`src/rtl/wb_led_pwm.sv`:
```
// Wishbone slave with per-channel PWM duty registers, a shared prescaler/phase
// counter, global enable/invert control and error response on unmapped offsets.
module wb_led_pwm #(
    parameter int unsigned              WB_BUS_WIDTH  = 16,
    parameter int unsigned              WB_ADDR_WIDTH = 32,
    parameter logic [WB_ADDR_WIDTH-1:0] WB_BUS_ADDR   = WB_ADDR_WIDTH'(32'h0000_00A0),
    parameter int unsigned              CHANNELS      = 8,
    parameter int unsigned              PWM_WIDTH     = 8
) (
    input  logic                      wb_clk_i,
    input  logic                      wb_reset_i,
    input  logic [WB_BUS_WIDTH-1:0]   wb_data_i,
    input  logic [WB_ADDR_WIDTH-1:0]  wb_addr_i,
    input  logic                      wb_cyc_i,
    input  logic                      wb_lock_i,
    input  logic [WB_BUS_WIDTH/8-1:0] wb_sel_i,
    input  logic                      wb_stb_i,
    input  logic                      wb_we_i,
    output logic [WB_BUS_WIDTH-1:0]   wb_data_o,
    output logic                      wb_ack_o,
    output logic                      wb_stall_o,
    output logic                      wb_err_o,
    output logic                      wb_rty_o,
    output logic [CHANNELS-1:0]       leds_o
);

    localparam int unsigned WB_SEL   = WB_BUS_WIDTH / 8;
    localparam int unsigned ADDR_LSB = $clog2(WB_SEL);
    localparam int unsigned IDX_W    = $clog2(CHANNELS + 2);
    localparam int unsigned TAG_LSB  = ADDR_LSB + IDX_W;

    logic                    ctrl_en;
    logic                    ctrl_inv;
    logic [WB_BUS_WIDTH-1:0] prescale;
    logic [PWM_WIDTH-1:0]    duty [CHANNELS];
    logic [WB_BUS_WIDTH-1:0] pcnt;
    logic [PWM_WIDTH-1:0]    phase;

    logic                    hit_c;
    logic [IDX_W-1:0]        idx_c;
    logic                    access_c;
    logic                    mapped_c;
    logic                    wr_c;
    logic                    ctrl_wr_c;
    logic                    pre_wr_c;
    logic [WB_BUS_WIDTH-1:0] ctrl_merged_c;
    logic [WB_BUS_WIDTH-1:0] pre_merged_c;
    logic [WB_BUS_WIDTH-1:0] rd_data_c;
    logic                    unused_c;

    // Byte-lane write merge: unselected lanes keep the old register byte.
    function automatic logic [WB_BUS_WIDTH-1:0] merge_lanes(
        input logic [WB_BUS_WIDTH-1:0] old_v,
        input logic [WB_BUS_WIDTH-1:0] new_v,
        input logic [WB_SEL-1:0]       sel
    );
        logic [WB_BUS_WIDTH-1:0] r;
        r = old_v;
        for (int i = 0; i < WB_SEL; i++) begin
            if (sel[i]) r[i*8 +: 8] = new_v[i*8 +: 8];
        end
        return r;
    endfunction

    assign hit_c     = (wb_addr_i[WB_ADDR_WIDTH-1:TAG_LSB] == WB_BUS_ADDR[WB_ADDR_WIDTH-1:TAG_LSB]);
    assign idx_c     = wb_addr_i[ADDR_LSB +: IDX_W];
    assign access_c  = wb_cyc_i & wb_stb_i & hit_c;
    assign mapped_c  = (32'(idx_c) < CHANNELS + 2);
    assign wr_c      = access_c & mapped_c & wb_we_i;
    assign ctrl_wr_c = wr_c & (idx_c == IDX_W'(0));
    assign pre_wr_c  = wr_c & (idx_c == IDX_W'(1));

    assign ctrl_merged_c = merge_lanes(WB_BUS_WIDTH'({ctrl_inv, ctrl_en}), wb_data_i, wb_sel_i);
    assign pre_merged_c  = merge_lanes(prescale, wb_data_i, wb_sel_i);

    assign wb_stall_o = 1'b0;
    assign wb_rty_o   = 1'b0;
    assign unused_c   = ^{wb_lock_i, wb_addr_i};

    // Read mux over the register map; unmapped indices read as zero.
    always_comb begin
        rd_data_c = '0;
        if (idx_c == IDX_W'(0)) rd_data_c = WB_BUS_WIDTH'({ctrl_inv, ctrl_en});
        if (idx_c == IDX_W'(1)) rd_data_c = prescale;
        for (int k = 0; k < CHANNELS; k++) begin
            if (idx_c == IDX_W'(k + 2)) rd_data_c = WB_BUS_WIDTH'(duty[k]);
        end
    end

    // Bus response: one ack or err per accepted access, read data held until next read.
    always_ff @(posedge wb_clk_i or posedge wb_reset_i) begin
        if (wb_reset_i) begin
            wb_ack_o  <= 1'b0;
            wb_err_o  <= 1'b0;
            wb_data_o <= '0;
        end else begin
            wb_ack_o <= access_c & mapped_c;
            wb_err_o <= access_c & ~mapped_c;
            if (access_c & ~mapped_c) begin
                wb_data_o <= '0;
            end else if (access_c & ~wb_we_i) begin
                wb_data_o <= rd_data_c;
            end
        end
    end

    // Register file writes.
    always_ff @(posedge wb_clk_i or posedge wb_reset_i) begin
        if (wb_reset_i) begin
            ctrl_en  <= 1'b0;
            ctrl_inv <= 1'b0;
            prescale <= '0;
            for (int k = 0; k < CHANNELS; k++) duty[k] <= '0;
        end else begin
            if (ctrl_wr_c) begin
                ctrl_en  <= ctrl_merged_c[0];
                ctrl_inv <= ctrl_merged_c[1];
            end
            if (pre_wr_c) prescale <= pre_merged_c;
            for (int k = 0; k < CHANNELS; k++) begin
                if (wr_c && idx_c == IDX_W'(k + 2)) begin
                    duty[k] <= PWM_WIDTH'(merge_lanes(WB_BUS_WIDTH'(duty[k]), wb_data_i, wb_sel_i));
                end
            end
        end
    end

    // Prescaler and phase counter; a CTRL or PRESCALE write restarts both.
    always_ff @(posedge wb_clk_i or posedge wb_reset_i) begin
        if (wb_reset_i) begin
            pcnt  <= '0;
            phase <= '0;
        end else if (ctrl_wr_c | pre_wr_c) begin
            pcnt  <= '0;
            phase <= '0;
        end else if (pcnt == prescale) begin
            pcnt  <= '0;
            phase <= phase + PWM_WIDTH'(1);
        end else begin
            pcnt  <= pcnt + WB_BUS_WIDTH'(1);
        end
    end

    // PWM compare per channel, then global enable and polarity.
    always_ff @(posedge wb_clk_i or posedge wb_reset_i) begin
        if (wb_reset_i) begin
            leds_o <= '0;
        end else begin
            for (int k = 0; k < CHANNELS; k++) begin
                leds_o[k] <= (ctrl_en & (phase < duty[k])) ^ ctrl_inv;
            end
        end
    end

endmodule

```
`config.mk`:
```
export PLATFORM = sky130hd
export DESIGN_NAME = wb_led_pwm
export DESIGN_NICKNAME = d
export VERILOG_FILES = /design/src/rtl/wb_led_pwm.sv
export SDC_FILE = /design/constraint.sdc
export NUM_CORES = 1
export LEC_CHECK = 0
export BUFFER_PORTS_ARGS = -buffer_cell sky130_fd_sc_hd__buf_2
export CAP_MARGIN = 20
export CORE_AREA = 2 2 118 120
export DETAILED_ROUTE_END_ITERATION = 7
export DIE_AREA = 0 0 120 122
export GPL_TIMING_DRIVEN = 0
export PLACE_DENSITY = 0.8
export SYNTH_ARGS = -nofsm -noshare
export SYNTH_HDL_FRONTEND = slang
export SYNTH_SLANG_ARGS = --single-unit
export TNS_END_PERCENT = 100
```
`constraint.sdc`:
```
create_clock -name wb_clk_i -period 4.2 [get_ports wb_clk_i]
set_input_delay 0.21 -clock wb_clk_i [delete_from_list [all_inputs] [get_ports wb_clk_i]]
set_output_delay 0.21 -clock wb_clk_i [all_outputs]
set_load 0.1 [all_outputs]
```
# Word-level counts from Yosys, hierarchy flattened
# Cells that the tools add are included.
# word_totals
regBits	132
in_bits	56
out_inout_bits	28
word_cells	105
# classes
addsub	2
order_cmp	9
eq_ne	11
mux	16
bitwise	27
n_reduce_logical	22
# ops
cell	n
16-bit 2-to-1 mux	13
8-bit less-than comparator	8
27-bit by 3-bit equality test with 1-bit output, second input constant	1
2-bit AND reduction	11
16-bit by 1-bit adder with 16-bit output, second input constant	1
1-bit AND	16
16-bit equality test	1
4-bit by 3-bit equality test with 1-bit output, second input constant	4
8-bit 2-to-1 mux	2
8-bit by 1-bit adder with 8-bit output, second input constant	1
4-bit by 2-bit equality test with 1-bit output, second input constant	2
4-bit equality test, second input constant	2
1-bit logical AND	8
1-bit bitwise XOR	8
4-bit by 1-bit equality test with 1-bit output, second input constant	1
4-bit zero test	1
4-bit less-than comparator, second input constant	1
2-bit nonzero test	2
2-bit 2-to-1 mux	1
1-bit NOT	2
1-bit OR	1

# Longest topological paths before layout
# Gate-level depths: netlist of the first run.
# depth
word_depth	13
depth_mapped	7
ltp_nobuf	7

# Worst setup path after synthesis of the first run
# Ideal clock, no wire load.
# synth_timing
path_kind	input-to-reg
start	input wb_addr_i[25]
end	register duty[10] (netlist name)
setup_time_ns	0.125
t_arrival_ns	1.809
t_required_ns	4.075
path_slack_ns	2.266
path_stages	6
n_path_buf	1
cell_sequence	nor4_1 > and4_4 > nand2_4 > buf_12 > nor4_4 > mux2_2
# synth_via
elab_chain_cells	6
# synth_rtl
item	line	text
start, declared	13	input logic [WB_ADDR_WIDTH-1:0] wb_addr_i,
27-bit by 3-bit equality test with 1-bit output	65	assign hit_c = (wb_addr_i[WB_ADDR_WIDTH-1:TAG_LSB] == WB_BUS_ADDR[WB_ADDR_WIDTH-1:TAG_LSB]);
1-bit AND	67	assign access_c = wb_cyc_i & wb_stb_i & hit_c;
1-bit AND (2 in series)	69	assign wr_c = access_c & mapped_c & wb_we_i;
1-bit logical AND	121	if (wr_c && idx_c == IDX_W'(k + 2)) begin
2-bit AND reduction (no line)	--	
end signal, assigned by index	122	duty[k] <= PWM_WIDTH'(merge_lanes(WB_BUS_WIDTH'(duty[k]), wb_data_i, wb_sel_i));
end, declared	35	logic [PWM_WIDTH-1:0] duty [CHANNELS];
# No other way between the ends.
# A chain may end at the register's enable or synchronous reset.

# Worst setup path in the final report of the first run
# layout_timing
start	register ctrl_inv
end	register leds_o[4]
# layout_via
elab_chain_cells	1
# layout_rtl
item	line	text
start, declared	33	logic ctrl_inv;
start signal, assigned	117	ctrl_inv <= ctrl_merged_c[1];
1-bit bitwise XOR	150	leds_o[k] <= (ctrl_en & (phase < duty[k])) ^ ctrl_inv;
end signal, assigned by index	150	
end, declared	24	output logic [CHANNELS-1:0] leds_o
# No other way between the ends.

==> impl_metrics.toml, run 1 <==
[status]
result_of_the_run = "finished clean"

[route]
drt_pre_antenna_iters = 5
drt-wirelength-per-cell_um = 20.95
antenna_violating_nets_post_route = 0
drt_first_iter_violations = 490
postRouteWirelength_mm = 21.03
detail_route.drc_violations = 0
drt-vias-per-instance = 6.311
routed-via-count = 6336

[sta]
timing.final.hold_violations = 0
finalHoldWorstSlack_ns = 0.01829
tightestPinTransition_ns = 0.6982
final.setup_skew_ns = 0.006471
achievable_frequency_ghz = 0.4110
final.min_clock_period_ns = 2.433
rsz0062_at_grt = "false"
setup_viol_count_final = 0
slew_viol_final = 0
slew_headroom_pct = 53.10
timing.final.crit_share_pct = 57.93

[critical_path]
kind_of_critical_path = "reg2reg"
critPathArrivalTime_ns = 2.72
max_stage_delay_ns = 0.55
crit_path_frequent_cell = "sky130_fd_sc_hd__clkbuf_1"
critical_path.startpoint = "ctrl_inv"
critPathTopFamily = "buffers and inverters"
cp_cell_sequence = "clkbuf_1, clkbuf_1, clkbuf_1, nor3_1, o21ai_0, nand3_1"
cp_num_buf_inv = 3
path_max_fanout = 10
worst_reg2reg_endpoint = "leds_o[4]"
critical-path-slowest-cell = "sky130_fd_sc_hd__clkbuf_1"
timing.critical_path.depth = 6
worst_setup_path_end_kind = "register"
r2r.worst_path.cells = 6
data_required_critical_path_ns = 4.49
setup.reg_to_reg.worst_slack_ns = 1.77
critical_path.endpoint = "leds_o[4]"
worst_r2r_startpoint = "ctrl_inv"
type_of_origin_of_the_critical_path = "register"

[yosys]
synth-edff-count = 0
synth_cells = 711
yosys.area.top_type_share_pct = 42.36
netlist-cell-type-count = 52
yosysTopAreaCell = "sky130_fd_sc_hd__dfrtp_1"
synth.ff_latch_count = 132
ys.flop_type = "sky130_fd_sc_hd__dfrtp_1"
syn-cell-area_sq_um = 7799
synth_common_cells = "sky130_fd_sc_hd__dfrtp_1, sky130_fd_sc_hd__mux2_2, sky130_fd_sc_hd__inv_1"
yosys.cell_count.top_type = "sky130_fd_sc_hd__dfrtp_1"
synth.yosys.warnings = 0
synthesized_area_per_cell_sq_um = 10.97
async_reset_ff_share_pct = 100.0
seq_area_frac_synth_pct = 42.36
netlist_top_cells_area = "sky130_fd_sc_hd__dfrtp_1, sky130_fd_sc_hd__mux2_2, sky130_fd_sc_hd__ha_1"

[power]
p_int_uw = 2234
power.share.clock_pct = 51.3
power.sequential.fraction_pct = 43.9
power_switching_share_pct = 23.03
power.net_switching_uw = 668.3
peakVddDrop_uv = 464.0
total_power_uw = 2902
comb_power_share_pct = 4.8
total_leakage_power_uw = 0.004358
powerDensity_nw_per_um2 = 320.5

[layout]
final_core_util_pct = 67.06
final_nets = 925
n_antenna_cell = 0
finish.instance_area_sq_um = 9056
flow.area_growth_from_synthesis_pct = 16.12
final_layout_size_suffix_gt1_share_pct = 27.43

[global_route]
first_global_vias = 6538
grt_pass1_wl_mm = 33.73
grt.overflow.total = 0
grt_antenna_before_repair = 0
grt_start_max_net_pins = 72
global_route.usage.total_pct = 30.30

[floorplanning]
dieArea_sq_um = 14640
starting_density_of_the_core_pct = 57.75
core.rowCount = 43
core_region_area_sq_um = 13500
floorplan.io_pins = 84
dieHeight_um = 122
dieWidth_um = 120

[clock_tree]
clock_latency_ns = 0.43
cts.hold.buffers_added = 1
cts-root-buf = "sky130_fd_sc_hd__clkbuf_16"
clk_slew_on_worst_s_h_paths_ns = 0.06
number_of_buffers_inserted_by_post_cts_setup_repair = 0
cts_sinks = 132
htree_levels = 4
tritoncts = "done"
ctsResizeCount = 0
cts_made_buffers = 17
cts.path.max_buffers = 2

[placement]
placed_area_sq_um = 8446
dp_hpwl_mm = 15.05
placement.io_buffers = 77
last_weighted_congestion_value_of_the_routability_driven_placer = 0.8914

[job]
max_capacitance_violation_total = 0

[hold_path]
min_path_type = "in2reg"
[per-layer routing]
layer | track usage (%) | share of wire (%)
met1 | 38.99 | 41
met3 | 6.320 | 8.7
met4 | 12.65 | 3.4
met5 | 0 | 0
met2 | 50.04 | 47
[power by group through the flow]
| stage | registers, uW | clock network (uW) | logic (uW) |
|---|---|---|---|
| finish | 1270 | 1490 | 139 |
| global route | 1270 | 1560 | 151 |
| CTS | 1270 | 1500 | 138 |
| detailed placement | 1300 | 0 | 136 |
| global placement | 1300 | 0 | 129 |
| floorplan | 1300 | 0 | 71.1 |
[logic make-up (layout without fill, tap and decap cells)]
logic type      count (synthesis)  after routing  synth area share [%]
compound gates                108            108                 10.19
flops                         132            132                 42.36
fa+ha+maj                      58             58                 9.305
xor+xnor                       31             31                 3.481
simple gates                  202            202                 16.00
mux                            95             95                 14.15
other cells                     1              2               0.04808
buf+inv                        84            196                 4.476
[how the worst min path moves through the flow]
stage                              from           end  slack, ns  cells past startpoint
after floorplan            wb_data_i[0]       ctrl_en       0.36                      1
after global routing      wb_data_i[10]  prescale[10]       0.02                      2
after detailed placement     wb_reset_i  wb_data_o[0]       0.33                      2
final                      wb_data_i[8]   prescale[8]       0.02                      2
after CTS                  wb_data_i[8]   prescale[8]       0.01                      2
after global placement    wb_data_i[14]  prescale[14]       0.45                      2
[cells in the final DEF, fill, tap and decap left out, drive strengths merged, types with 5 or more instances in the layout]
cell type and count:
a211o 5, a21o 13, a21oi 19, a221oi 16, a22o 11, and2 5
and3 9, buf 88, clkbuf 36, clkinv 5, dfrtp 132, ha 58
inv 62, mux2 82, mux2i 9, nand2 24, nand2b 17, nand3 33
nand4 6, nor2 35, nor2b 7, nor3 26, nor4 11, o211ai 5
o21a 5, o21ai 13, o221ai 5, o32ai 5, or3 6, or3b 5
or4 9, xnor2 6, xor2 25
[per-stage QoR]
step / setup TNS [ns] / instances / worst slack (ns)
2_1_floorplan: 0 / 712 / 0.4640
3_3_place_gp: -107.45 / 969 / -0.8226
3_5_place_dp: 0 / 970 / 1.691
4_1_cts: 0 / 1003 / 1.804
5_1_grt: 0 / 1004 / 1.523
6_report: 0 / 1004 / 1.767
[layout make-up]
type,count,area [sq um]
tap,180,225.2
timing repair buffer,80,427.9
clock buffer,21,470.5
multi-input combinational,496,4150
clock inverter,11,125.1
buffer,24,123.9
inverter,60,230.2
fill,1015,4448
sequential,132,3303
[sequential cells by signal, summed over array words and instances (netlist names)]
register	count
duty	64
ctrl_inv	1
wb_data_o	16
wb_err_o	1
phase	8
leds_o	8
wb_ack_o	1
ctrl_en	1
pcnt	16
prescale	16
(Power assumes the default switching activity.)
==> run 2: changes to the inputs <==
- CORE_AREA: 2 2 118 120 -> 2 2 124 126
- DIE_AREA: 0 0 120 122 -> 0 0 126 128
- PLACE_DENSITY: 0.8 -> 0.77
- clock period: 4.2 -> 2 ns (I/O delays scaled with it)
==> run 2 against run 1 <==
  * The run now ends with negative setup slack left
  * Non-clock buffer count up 19
  * Flip-flop and latch count unchanged
  * Core utilization down 4.1 points
  * Combinational power up 130%
==> impl_metrics.toml, run 2 (synthesis gave the netlist of run 1 again) <==
[critical_path]
r2r.worst_path.cells = 6
data_required_critical_path_ns = 2.35
kind_of_critical_path = "reg2reg"
cp_cell_sequence = "xor2_1, nor4_1, nand4_1, buf_6, or4_4, a21oi_2"
critPathArrivalTime_ns = 2.38
max_stage_delay_ns = 0.48
path_max_fanout = 6
worst_setup_path_end_kind = "register"
critical-path-slowest-cell = "sky130_fd_sc_hd__or4_4"
type_of_origin_of_the_critical_path = "register"

[global_route]
grt_pass1_wl_mm = 32.36
grt_antenna_before_repair = 0
grt.overflow.total = 0
grt_start_max_net_pins = 45
first_global_vias = 6077
global_route.usage.total_pct = 26.18

[status]
violations_in_the_final_reports = "negative setup slack"
result_of_the_run = "finished with violations"

[sta]
setup_viol_count_final = 2
timing.final.hold_violations = 0
tightestPinTransition_ns = 0.6743
achievable_frequency_ghz = 0.4921
setup_ws_ns = -0.03201
setup_tns_ns = -0.03697
final.min_clock_period_ns = 2.032
final.setup_skew_ns = 0.006392
timing.final.crit_share_pct = 101.6
rsz0062_at_grt = "true"
slew_headroom_pct = 54.71
slew_viol_final = 0

[clock_tree]
cts_sinks = 132
cts-root-buf = "sky130_fd_sc_hd__clkbuf_16"
tritoncts = "done"
clk_slew_on_worst_s_h_paths_ns = 0.06
cts_made_buffers = 17
cts.path.max_buffers = 2
clock_latency_ns = 0.42
htree_levels = 4

[layout]
n_antenna_cell = 0
final_nets = 944
flow.area_growth_from_synthesis_pct = 19.93
most-common-layout-cells = "sky130_fd_sc_hd__dfrtp_1, sky130_fd_sc_hd__buf_2, sky130_fd_sc_hd__mux2_2"
final_core_util_pct = 62.92
final_layout_size_suffix_gt1_share_pct = 30.49
largest_register = "duty"
largest_reg_flops = 64
layout.cells.most_common = "sky130_fd_sc_hd__dfrtp_1"

[route]
drt_pre_antenna_iters = 5
postRouteWirelength_mm = 20.44
drt-wirelength-per-cell_um = 19.82
drt-vias-per-instance = 6.065
drt_first_iter_violations = 425
routed-via-count = 6253
detail_route.drc_violations = 0
antenna_violating_nets_post_route = 0

[hold_path]
worst_hold_path.num_cells = 3
min_path_type = "in2reg"

[power]
powerDensity_nw_per_um2 = 678.7
peakVddDrop_uv = 646.1
total_leakage_power_uw = 0.004488

[floorplanning]
starting_density_of_the_core_pct = 52.47
floorplan.io_pins = 84
dieWidth_um = 126
dieHeight_um = 128
core_region_area_sq_um = 14860
core.rowCount = 45
dieArea_sq_um = 16130

[job]
max_capacitance_violation_total = 0

[placement]
dp_hpwl_mm = 14.60
last_weighted_congestion_value_of_the_routability_driven_placer = 0.8563
placement.io_buffers = 77
## run 2: cell count changes in the layout (fill, tap and decap cells not counted), sizes merged
cell,previous run,this run
buf,88,102
bufinv,2,4
clkbuf,36,30
clkinv,5,2
clkinvlp,2,4
dlygate4sd3,1,9
inv,62,64
## run 2: path summary, 6_finish.rpt
kind                                    from           end  slack, ns
worst min-delay path            wb_addr_i[4]      wb_err_o       0.04
worst max register to register   prescale[1]      phase[7]      -0.03
worst min register to register  wb_data_o[5]  wb_data_o[5]       0.48
worst max-delay path             prescale[1]      phase[7]      -0.03
min in group asynchronous         wb_reset_i      duty[10]       0.28
max in group asynchronous         wb_reset_i      phase[4]       0.86
## run 2: final cells by class
cell class | count | area [sq um]
well taps | 188 | 235.2
repair buffers | 101 | 629.4
plain buffers | 22 | 122.6
flip-flops and latches | 132 | 3309
fillers | 1174 | 5512
multi-input cells | 496 | 4192
clock inverters | 14 | 196.4
clock buffers | 18 | 439.2
inverters | 60 | 229.0
## run 2: critical path, delay by kind of cell (launching register included)
family,cells,cell delay (ns)
buf+inv,1,0.20
compound gates,1,0.14
simple gates,3,1.06
flops,1,0.41
xor+xnor,1,0.15
## run 2: report_power, final
| group | internal, uW | switching (uW) | leakage, uW |
|---|---|---|---|
| registers | 2670 | 1.40 | 0.00183 |
| logic | 100 | 218 | 0.00236 |
| clock network | 2130 | 1230 | 0.000304 |
| total | 4900 | 1440 | 0.00449 |
## run 2: what timing repair did
action / CTS / global route
pin swaps: 8 / 8
hold endpoints to repair: 31 / 0
hold buffers: 9 / 0
gates cloned: 0 / 0
setup endpoints to repair: 24 / 25
resized for setup: 11 / 9
buffers inserted: 8 / 4
## run 2: metal layers
metal,wire (um),global-route usage (%),part of all wire [%],up-vias
li1,-,-,-,2837
met1,8869,34.92,43,3116
met2,9457,42.06,46,258
met3,1573,6.553,7.7,42
met4,536,8.856,2.6,0
met5,0,0,0,-
## run 2: stage by stage
stage / total power [uW] / instance area (sq um) / hold slack (ns) / cells / worst slack, ns
final: 6348 / 9353 / 0.03803 / 1031 / -0.03201
after detailed placement: 3018 / 8487 / 0.1827 / 980 / -0.3697
after global routing: 6525 / 9353 / 0.06236 / 1031 / -0.09062
after CTS: 6371 / 9295 / 0.01868 / 1028 / -0.04421
after global placement: 3000 / 8427 / 0.3345 / 977 / -0.5909
after floorplan: 2871 / 7806 / 0.2517 / 712 / 0.1208
==> run 3: changes to the inputs <==
- BUFFER_PORTS_ARGS: -buffer_cell sky130_fd_sc_hd__buf_2 -> unset
- CORE_AREA: 2 2 124 126 -> 2 2 119 121
- DIE_AREA: 0 0 126 128 -> 0 0 121 123
- DONT_BUFFER_PORTS: unset -> 1
==> run 3 against run 2 <==
  * The run now ends clean
  * Worst hold slack lost 0.016 ns
  * Fmax grew 3.2%
  * Die area shrank 7.7%
  * Count of clock-buffer cells in the layout is the same
  * Final area shrank 4.2%
  * Setup slack gained 0.063 ns
  * Final cell count shrank 7.3%
  * Largest power group unchanged
  * Highest routed layer unchanged
==> impl_metrics.toml, run 3 (synthesis gave the netlist of run 1 again) <==
[status]
result_of_the_run = "finished clean"

[critical_path]
cp_cell_sequence = "xor2_1, nor4_1, nand4_1, buf_4, or4_1, a21oi_1"
timing.critical_path.depth = 6
kind_of_critical_path = "reg2reg"
worst_setup_path_end_kind = "register"
type_of_origin_of_the_critical_path = "register"
max_stage_delay_ns = 0.46
path_max_fanout = 6
critical_path.endpoint = "phase[5]"
worst_r2r_startpoint = "pcnt[7]"
r2r.worst_path.cells = 6
setup.reg_to_reg.worst_slack_ns = 0.03
critPathArrivalTime_ns = 2.32
critPathTopFamily = "simple AND/OR/NAND/NOR gates"
cp_num_buf_inv = 1
worst_reg2reg_endpoint = "phase[5]"
critical-path-slowest-cell = "sky130_fd_sc_hd__or4_1"
critical_path.startpoint = "pcnt[7]"
data_required_critical_path_ns = 2.35

[clock_tree]
cts-root-buf = "sky130_fd_sc_hd__clkbuf_16"
cts_sinks = 132
cts_made_buffers = 17
tritoncts = "done"
htree_levels = 4
clk_slew_on_worst_s_h_paths_ns = 0.06
clock_latency_ns = 0.43
cts.path.max_buffers = 2

[layout]
final_layout_size_suffix_gt1_share_pct = 22.97
largest_reg_flops = 64
final_nets = 876
most-common-layout-cells = "sky130_fd_sc_hd__dfrtp_1, sky130_fd_sc_hd__mux2_2, sky130_fd_sc_hd__inv_1"
nFillCells = 998
register_area_sq_um = 3316
largest_register = "duty"
flow.area_growth_from_synthesis_pct = 14.89
multi_input_area_sq_um = 4172
layout.cells.most_common = "sky130_fd_sc_hd__dfrtp_1"

[route]
postRouteWirelength_mm = 21.75
drt-wirelength-per-cell_um = 22.75
antenna_violating_nets_post_route = 0
drt_first_iter_violations = 665
drt_pre_antenna_iters = 5
detail_route.drc_violations = 0
drt-vias-per-instance = 6.430
routed-via-count = 6147

[power]
peakVddDrop_uv = 572.6
powerDensity_nw_per_um2 = 663.2
total_power_uw = 5942
total_leakage_power_uw = 0.004137

[global_route]
grt_start_max_net_pins = 41
grt_pass1_wl_mm = 33.75
met2_usage_pct = 49.79
grt_antenna_before_repair = 1
grt.met1_usage_pct = 37.30
global_route_met3_usage_pct = 7.657
global_route.usage.total_pct = 30.44
first_global_vias = 6453
grt.overflow.total = 0
grt.busiest_layer = "met2"

[hold_path]
min_path_type = "in2reg"
hold_path.startpoint = "wb_addr_i[4]"

[floorplanning]
floorplan.io_pins = 84
core.rowCount = 43
dieArea_sq_um = 14880
dieWidth_um = 121
core_region_area_sq_um = 13610
dieHeight_um = 123
starting_density_of_the_core_pct = 57.29

[sta]
tightestPinTransition_ns = 0.9458
timing.final.crit_share_pct = 98.46
setup_viol_count_final = 0
slew_headroom_pct = 36.95
final.min_clock_period_ns = 1.969
timing.final.hold_violations = 0
finalHoldWorstSlack_ns = 0.02197
final.setup_skew_ns = 0.004728
rsz0062_at_grt = "true"
achievable_frequency_ghz = 0.5078
slew_viol_final = 0

[placement]
placement.io_buffers = 0
dp_hpwl_mm = 15.11
last_weighted_congestion_value_of_the_routability_driven_placer = 0.8941

[job]
max_capacitance_violation_total = 0
-- run 3: worst min-delay path by stage --
stage	to	slack [ns]	cells after the start
after floorplan	ctrl_en	0.25	1
after global placement	duty[23]	0.25	1
after detailed placement	duty[11]	0.10	1
after CTS	wb_data_o[6]	0.04	3
after global routing	wb_data_o[6]	0.002	3
final	wb_data_o[6]	0.02	3
-- run 3: worst register-to-register path, delay by kind of cell (launching register included) --
kind | cells | cell delay (ns)
and+or+nand+nor | 3 | 0.94
DFF | 1 | 0.45
buffers and inverters | 1 | 0.21
xor gates and xnor gates | 1 | 0.16
AOI/OAI and AO/OA | 1 | 0.13
-- run 3: cell type report --
class / instances / share of cell area (%)
repair buffers: 32 / 3.603
multi-input cells: 496 / 46.56
plain buffers: 23 / 1.396
diodes: 1 / 0.02793
flip-flops and latches: 132 / 37.01
well taps: 180 / 2.514
clock inverters: 14 / 1.438
clock buffers: 18 / 4.902
inverters: 60 / 2.556
-- run 3: metal layers --
metal  share of wire [%]  routed length [um]
met5                   0                   0
met4                 4.8                1040
met3                 8.4                1829
met2                  48               10330
met1                  39                8545
-- run 3: report_power, final --
group          total (uW)  switching (uW)  internal, uW
clock network        3000            1250          1750
logic                 273             196          77.4
registers            2670            1.42          2670
total                5940            1440          4500
-- run 3: stage by stage --
step                setup WS, ns  utilization [%]  instances  setup TNS [ns]  cell area (sq um)
detailed placement       -0.3273            59.44        895          -8.675               8092
global route            -0.08577            65.81        955         -0.1833               8957
finish                   0.03089            65.82        956               0               8960
floorplan                 0.1208                -        712               0               7806
CTS                     0.001281            65.13        947               0               8865
global placement         -0.3650            59.00        892          -54.38               8031
-- run 3: timing repair --
item / CTS / global route
hold buffers: 18 / 0
hold endpoints to repair: 113 / 0
gates resized for setup: 5 / 17
pin swaps: 2 / 10
setup endpoints to repair: 21 / 25
buffers inserted: 3 / 8
